**src/rtl/spi_segment_scanner.sv**
```systemverilog
// Multi-digit 7-segment scanner with an oversampled mode-0 SPI command port.
// Frames are 16 bits {cmd, addr, data}. Digits are scanned one-hot, and selected digits can blink.
module spi_segment_scanner #(
  parameter int unsigned NUM_DIGITS  = 4,
  parameter logic [23:0] SCAN_COUNT  = 24'd10_000,
  parameter logic [23:0] BLINK_COUNT = 24'd10_000_000
) (
  input  logic                  clk,
  input  logic                  rst_n,
  input  logic                  ena,
  input  logic                  spi_sclk,
  input  logic                  spi_mosi,
  input  logic                  spi_cs_n,
  output logic [7:0]            seg_out,
  output logic [NUM_DIGITS-1:0] digit_en,
  output logic                  frame_ok
);

  localparam int unsigned IDX_W = (NUM_DIGITS > 1) ? $clog2(NUM_DIGITS) : 1;

  typedef enum logic [3:0] {
    CMD_RAW   = 4'd1,
    CMD_HEX   = 4'd2,
    CMD_BLINK = 4'd3,
    CMD_CTRL  = 4'd4
  } cmd_e;

  // Synchronisers: [0],[1] are the 2-FF chain; [2] holds the previous synced value for edge detection.
  logic [2:0] sclk_q, cs_q;
  logic [1:0] mosi_q;

  logic [4:0]            bit_cnt_q, bit_cnt_d;
  logic [15:0]           shift_q, shift_d;
  logic                  frame_ok_q, frame_ok_d;
  logic [7:0]            digit_q [NUM_DIGITS];
  logic [7:0]            digit_d [NUM_DIGITS];
  logic [NUM_DIGITS-1:0] mask_q, mask_d;
  logic                  disp_en_q, disp_en_d;
  logic [23:0]           scan_cnt_q, scan_cnt_d;
  logic [23:0]           blink_cnt_q, blink_cnt_d;
  logic [IDX_W-1:0]      idx_q, idx_d;
  logic                  phase_q, phase_d;
  logic [7:0]            seg_q, seg_d;
  logic [NUM_DIGITS-1:0] en_q, en_d;

  logic sclk_rise, cs_fall, cs_rise, cs_s, mosi_s;
  logic [3:0] f_cmd, f_addr;
  logic [7:0] f_data;
  logic [7:0] cur_seg;
  logic       cur_blink;

  assign sclk_rise = sclk_q[1] & ~sclk_q[2];
  assign cs_fall   = ~cs_q[1] & cs_q[2];
  assign cs_rise   = cs_q[1] & ~cs_q[2];
  assign cs_s      = cs_q[1];
  assign mosi_s    = mosi_q[1];
  assign f_cmd     = shift_q[15:12];
  assign f_addr    = shift_q[11:8];
  assign f_data    = shift_q[7:0];

  function automatic logic [6:0] hex7seg(input logic [3:0] v);
    case (v)
      4'h0: return 7'h3F;  4'h1: return 7'h06;  4'h2: return 7'h5B;  4'h3: return 7'h4F;
      4'h4: return 7'h66;  4'h5: return 7'h6D;  4'h6: return 7'h7D;  4'h7: return 7'h07;
      4'h8: return 7'h7F;  4'h9: return 7'h6F;  4'hA: return 7'h77;  4'hB: return 7'h7C;
      4'hC: return 7'h39;  4'hD: return 7'h5E;  4'hE: return 7'h79;  default: return 7'h71;
    endcase
  endfunction

  // SPI framing and register writes
  always_comb begin
    bit_cnt_d  = bit_cnt_q;
    shift_d    = shift_q;
    frame_ok_d = 1'b0;
    digit_d    = digit_q;
    mask_d     = mask_q;
    disp_en_d  = disp_en_q;
    if (!ena) begin
      // Dropping the count makes any frame overlapping a disabled period fail the length check.
      bit_cnt_d = '0;
    end else if (cs_fall) begin
      bit_cnt_d = '0;
      shift_d   = '0;
    end else if (cs_rise) begin
      bit_cnt_d = '0;
      if (bit_cnt_q == 5'd16) begin
        frame_ok_d = 1'b1;
        case (f_cmd)
          CMD_RAW: begin
            for (int unsigned d = 0; d < NUM_DIGITS; d++)
              if (32'(f_addr) == d) digit_d[d] = f_data;
          end
          CMD_HEX: begin
            for (int unsigned d = 0; d < NUM_DIGITS; d++)
              if (32'(f_addr) == d) digit_d[d] = {f_data[7], hex7seg(f_data[3:0])};
          end
          CMD_BLINK: mask_d    = f_data[NUM_DIGITS-1:0];
          CMD_CTRL:  disp_en_d = f_data[0];
          default: ;
        endcase
      end
    end else if (sclk_rise && !cs_s) begin
      shift_d = {shift_q[14:0], mosi_s};
      if (bit_cnt_q != 5'd17) bit_cnt_d = bit_cnt_q + 5'd1;
    end
  end

  // Scan and blink timebases
  always_comb begin
    scan_cnt_d  = scan_cnt_q;
    idx_d       = idx_q;
    blink_cnt_d = blink_cnt_q;
    phase_d     = phase_q;
    if (ena) begin
      if (scan_cnt_q == SCAN_COUNT - 24'd1) begin
        scan_cnt_d = '0;
        idx_d      = (idx_q == IDX_W'(NUM_DIGITS - 1)) ? '0 : idx_q + 1'b1;
      end else begin
        scan_cnt_d = scan_cnt_q + 24'd1;
      end
      if (blink_cnt_q == BLINK_COUNT - 24'd1) begin
        blink_cnt_d = '0;
        phase_d     = ~phase_q;
      end else begin
        blink_cnt_d = blink_cnt_q + 24'd1;
      end
    end
  end

  // Output register, driven from current idx and stored contents
  always_comb begin
    cur_seg   = '0;
    cur_blink = 1'b0;
    seg_d     = '0;
    en_d      = '0;
    for (int unsigned d = 0; d < NUM_DIGITS; d++) begin
      if (32'(idx_q) == d) begin
        cur_seg   = digit_q[d];
        cur_blink = mask_q[d];
      end
    end
    if (ena && disp_en_q) begin
      for (int unsigned d = 0; d < NUM_DIGITS; d++)
        en_d[d] = (32'(idx_q) == d);
      if (!(cur_blink && phase_q)) seg_d = cur_seg;
    end
  end

  always_ff @(posedge clk or negedge rst_n) begin
    if (!rst_n) begin
      sclk_q      <= '0;
      cs_q        <= '1;
      mosi_q      <= '0;
      bit_cnt_q   <= '0;
      shift_q     <= '0;
      frame_ok_q  <= 1'b0;
      for (int unsigned d = 0; d < NUM_DIGITS; d++) digit_q[d] <= '0;
      mask_q      <= '0;
      disp_en_q   <= 1'b1;
      scan_cnt_q  <= '0;
      blink_cnt_q <= '0;
      idx_q       <= '0;
      phase_q     <= 1'b0;
      seg_q       <= '0;
      en_q        <= '0;
    end else begin
      sclk_q      <= {sclk_q[1:0], spi_sclk};
      cs_q        <= {cs_q[1:0], spi_cs_n};
      mosi_q      <= {mosi_q[0], spi_mosi};
      bit_cnt_q   <= bit_cnt_d;
      shift_q     <= shift_d;
      frame_ok_q  <= frame_ok_d;
      digit_q     <= digit_d;
      mask_q      <= mask_d;
      disp_en_q   <= disp_en_d;
      scan_cnt_q  <= scan_cnt_d;
      blink_cnt_q <= blink_cnt_d;
      idx_q       <= idx_d;
      phase_q     <= phase_d;
      seg_q       <= seg_d;
      en_q        <= en_d;
    end
  end

  assign seg_out  = seg_q;
  assign digit_en = en_q;
  assign frame_ok = frame_ok_q;

endmodule

```
**config.mk**
```make
export PLATFORM = sky130hd
export DESIGN_NAME = spi_segment_scanner
export DESIGN_NICKNAME = d
export VERILOG_FILES = /design/src/rtl/spi_segment_scanner.sv
export SDC_FILE = /design/constraint.sdc
export NUM_CORES = 1
export LEC_CHECK = 0
export ABC_AREA = 1
export BUFFER_PORTS_ARGS = -buffer_cell sky130_fd_sc_hd__buf_2
export CAP_MARGIN = 5
export CORE_MARGIN = 5
export CORE_UTILIZATION = 65
export CTS_CLUSTER_DIAMETER = 50
export CTS_CLUSTER_SIZE = 25
export DETAILED_ROUTE_END_ITERATION = 7
export GPL_TIMING_DRIVEN = 0
export PLACE_DENSITY = 0.83
export SETUP_SLACK_MARGIN = 0.15
export SYNTH_ARGS = -nofsm -noshare
export SYNTH_HDL_FRONTEND = slang
export SYNTH_SLANG_ARGS = --single-unit
```
**constraint.sdc**
```tcl
create_clock -name clk -period 2.2 [get_ports clk]
set_input_delay 0.44 -clock clk [delete_from_list [all_inputs] [get_ports clk]]
set_output_delay 0.44 -clock clk [all_outputs]
set_load 0.01 [all_outputs]
```
==> results.md <==
* Area Growth Syn to Fin at 14.1%
* Mapped Cells at 892
* Pwr/cell area at 844 mW/mm^2
* Status: finished, final reports clean
* Setup TNS at 0 ns
* Clk slew on worst S/H paths at 0.06 ns
* Largest net degree at the start of global routing at 67
* Worst hold-check path type: primary input to register
* Die width at 113 um
* DRT Pass-1 Iters at 5
* Setup repair after global routing missed its margin: no
* Post-Syn Area per Cell at around 7.7 um^2
* Worst vdd ir at approximately 0.73 mV
* Worst R2R Setup Slack at 0.29 ns
* CTS max path bufs at 2
* Routed len/inst at around 14 um
* Unique cell type count in the Yosys netlist at 41
* Std cell rows at 37
* Dominant synthesized flop cell: dfrtp_1
* Post-synthesis register bit count at 130
* TritonCTS clock tree: yes
* Global Route met1 Usage at 0.316
* Hold depth at 1
* Sequential fraction of the synthesis area at 0.477
* Gr ovfl total at 0
* Worst clock skew at between 0.007 and 0.008 ns
* Post-synth EDFFs at 0
* Dpl hpwl at 9.89 mm
* Die height at ~110 um
* Die ar. at 0.0127 mm^2
* Min Tclk post-route at 1.91 ns
* Post-route cell area at 0.00779 mm^2
* Achievable frequency at 525 MHz
* Final Max Slew Viols at 0
* HP Start: spi_mosi
* CP max FO at 10
* Share of cells above drive strength 1 at 0.0994
* Most Crowded Layer GR: met2
* Setup violations, final at 0
* Final hold vios at 0
* Leak pwr at between 4 and 5 nW
* Hold Path End: mosi_q[0]
* Setup crit end kind: register
* Core footprint at 0.0103 mm^2
* Placed cell area at 0.00712 mm^2
* Data arrival, critical path at 2.37 ns
* Initial antenna violation count at 0
* IO Pins at 19
* GPL Wtd Cong at 0.889
* Critical path startpoint category: register
* Setup CP Type: register to register
* Layout Nets at 955
* Synthesized area at 0.00683 mm^2
* Async S/R FF share, synth at 1.00
* # Post-CTS Setup Buffers at 0
* Reg2reg end: seg_out[7]
* Required @ worst endpoint at 2.66 ns
* TritonCTS Sinks at 130
* Period Utilization, post-route at 0.866
* Most common cell after layout, fill and taps aside: nand2_1
* Initial drt markers at just over 500
* Mapped Nets at 914
* Vias in the first global route at 5661
* Clk root buf: clkbuf_8
* Avg Vias per Cell at 5.28
* I/O Buffers at 18
* Total Wirelength at approximately 15 mm
* CTS Buf Count at 17
* Initial Utilization at 0.665
* Clk_lat worst skew at about 0.54 ns
* Total number of vias at 5709
* Warnings, synthesis at 0
* Least-Margin Pin Slew at 0.599 ns
* Met3 usage at 0.0674
* Drt drc at 0
* RR Startpoint: idx_q[0]
* Worst r2r path cells at 8
* Ant. Diodes at 0
* Routing usage on met2 at 0.434
* Global-route wire length before repair at 25.9 mm
* GRT Util Overall at 0.255
* Remaining antenna violation count at 0
* Max-cap viol count at 0
* Relative slew slack at 0.601
* Post-layout util at 0.758
* H-tree levels at 4
* Most frequent cells in the layout: 215 x nand2_1, 151 x inv_1, 138 x nor2_1
## sequential cells by signal (all words and copies together) (netlist names)
register,flops
frame_ok,1
cs_q,3
disp_en_q,1
shift_q,16
digit_q,32
bit_cnt_q,5
idx_q,2
mosi_q,2
digit_en,4
seg_out,8
mask_q,4
sclk_q,3
scan_cnt_q,24
phase_q,1
blink_cnt_q,24
## worst max-delay path: stages, from the launching register on
cell and delay, ns:
dfrtp_1 0.42, inv_1 0.10, ha_1 0.14, clkbuf_1 0.31, buf_1 0.40, a21oi_1 0.12, o21ai_0 0.13, nand2_1 0.08
nor2_1 0.11
## how the worst max path moves through the flow
stage / start / end / slack (ns) / cells past startpoint
6_report: idx_q[0] / seg_out[7] / 0.29 / 8
5_1_grt: idx_q[0] / seg_out[7] / 0.15 / 8
4_1_cts: idx_q[0] / seg_out[6] / 0.17 / 11
3_5_place_dp: idx_q[0] / seg_out[6] / 0.19 / 11
3_3_place_gp: rst_n / scan_cnt_q[22] / -1.00 / 1
2_1_floorplan: idx_q[0] / seg_out[0] / 0.69 / 11
## cells in the mapped netlist (3+ instances only)
| cell type | number | area, um^2 |
|---|---|---|
| nand3b_1 | 3 | 22.5 |
| inv_2 | 4 | 15.0 |
| nor2_1 | 138 | 518 |
| inv_1 | 151 | 567 |
| a22oi_1 | 5 | 37.5 |
| nor2_2 | 6 | 37.5 |
| dfrtp_1 | 126 | 3150 |
| nand3_2 | 4 | 40.0 |
| o22ai_1 | 15 | 93.8 |
| nand3_1 | 44 | 220 |
| a21oi_1 | 33 | 165 |
| ha_1 | 16 | 200 |
| o21ai_0 | 38 | 190 |
| nor3_2 | 3 | 30.0 |
| nand2_1 | 215 | 807 |
| o21bai_1 | 4 | 30.0 |
| nor3_1 | 11 | 55.1 |
| nand4_1 | 13 | 81.3 |
| xnor2_1 | 4 | 35.0 |
| buf_2 | 10 | 50.1 |
| xor2_1 | 21 | 184 |
| dfstp_2 | 4 | 105 |
## repair_timing
item | 4_1_cts | 5_1_grt
resized for setup | 0 | 3
setup endpoints to repair | 0 | 8
endpoints found under the hold margin | 62 | 0
hold buffers | 3 | 0
## through the flow
stage,setup WS (ns),hold slack (ns),cells,total power [mW]
detailed placement,0.193,0.336,1047,3.64
floorplan,0.694,0.144,892,3.40
finish,0.295,0.0187,1082,6.57
global route,0.151,0.00838,1082,6.90
global placement,-1.00,0.336,1046,3.61
CTS,0.170,0.00532,1082,6.60
## cells by family after synthesis
group,Yosys count,share of synthesized area
and+or+nand+nor,445,0.277
buffers and inverters,171,0.0969
DFF,130,0.477
AOI/OAI and AO/OA,104,0.0863
xor gates and xnor gates,25,0.0321
adders and majority gates,16,0.0293
muxes,1,0.00147
## cell type report
type                            count  area [um^2]
Inverter                          156          586
Fill cell                         758         2480
Timing Repair Buffer               22          154
Tap cell                          136          170
Clock buffer                       19          442
Sequential cell                   130         3260
Clock inverter                     13          184
Buffer                             15         76.3
Multi-Input combinational cell    591         2920
## routing by layer
metal | share of wire | vias to the layer above | wire length [um]
li1 | - | 2854 | -
met3 | 0.060 | 25 | 896
met4 | 0.017 | 0 | 245
met5 | 0 | - | 0
met1 | 0.43 | 2672 | 6410
met2 | 0.49 | 158 | 7290
## power breakdown
group	total (mW)	internal, mW	leakage, nW	switching (mW)
clock network	2.95	1.90	0.300	1.05
logic	0.831	0.292	2.30	0.539
registers	2.79	2.58	1.56	0.208
total	6.57	4.77	4.16	1.80
Note: power is estimated with default switching activity, not from simulation.
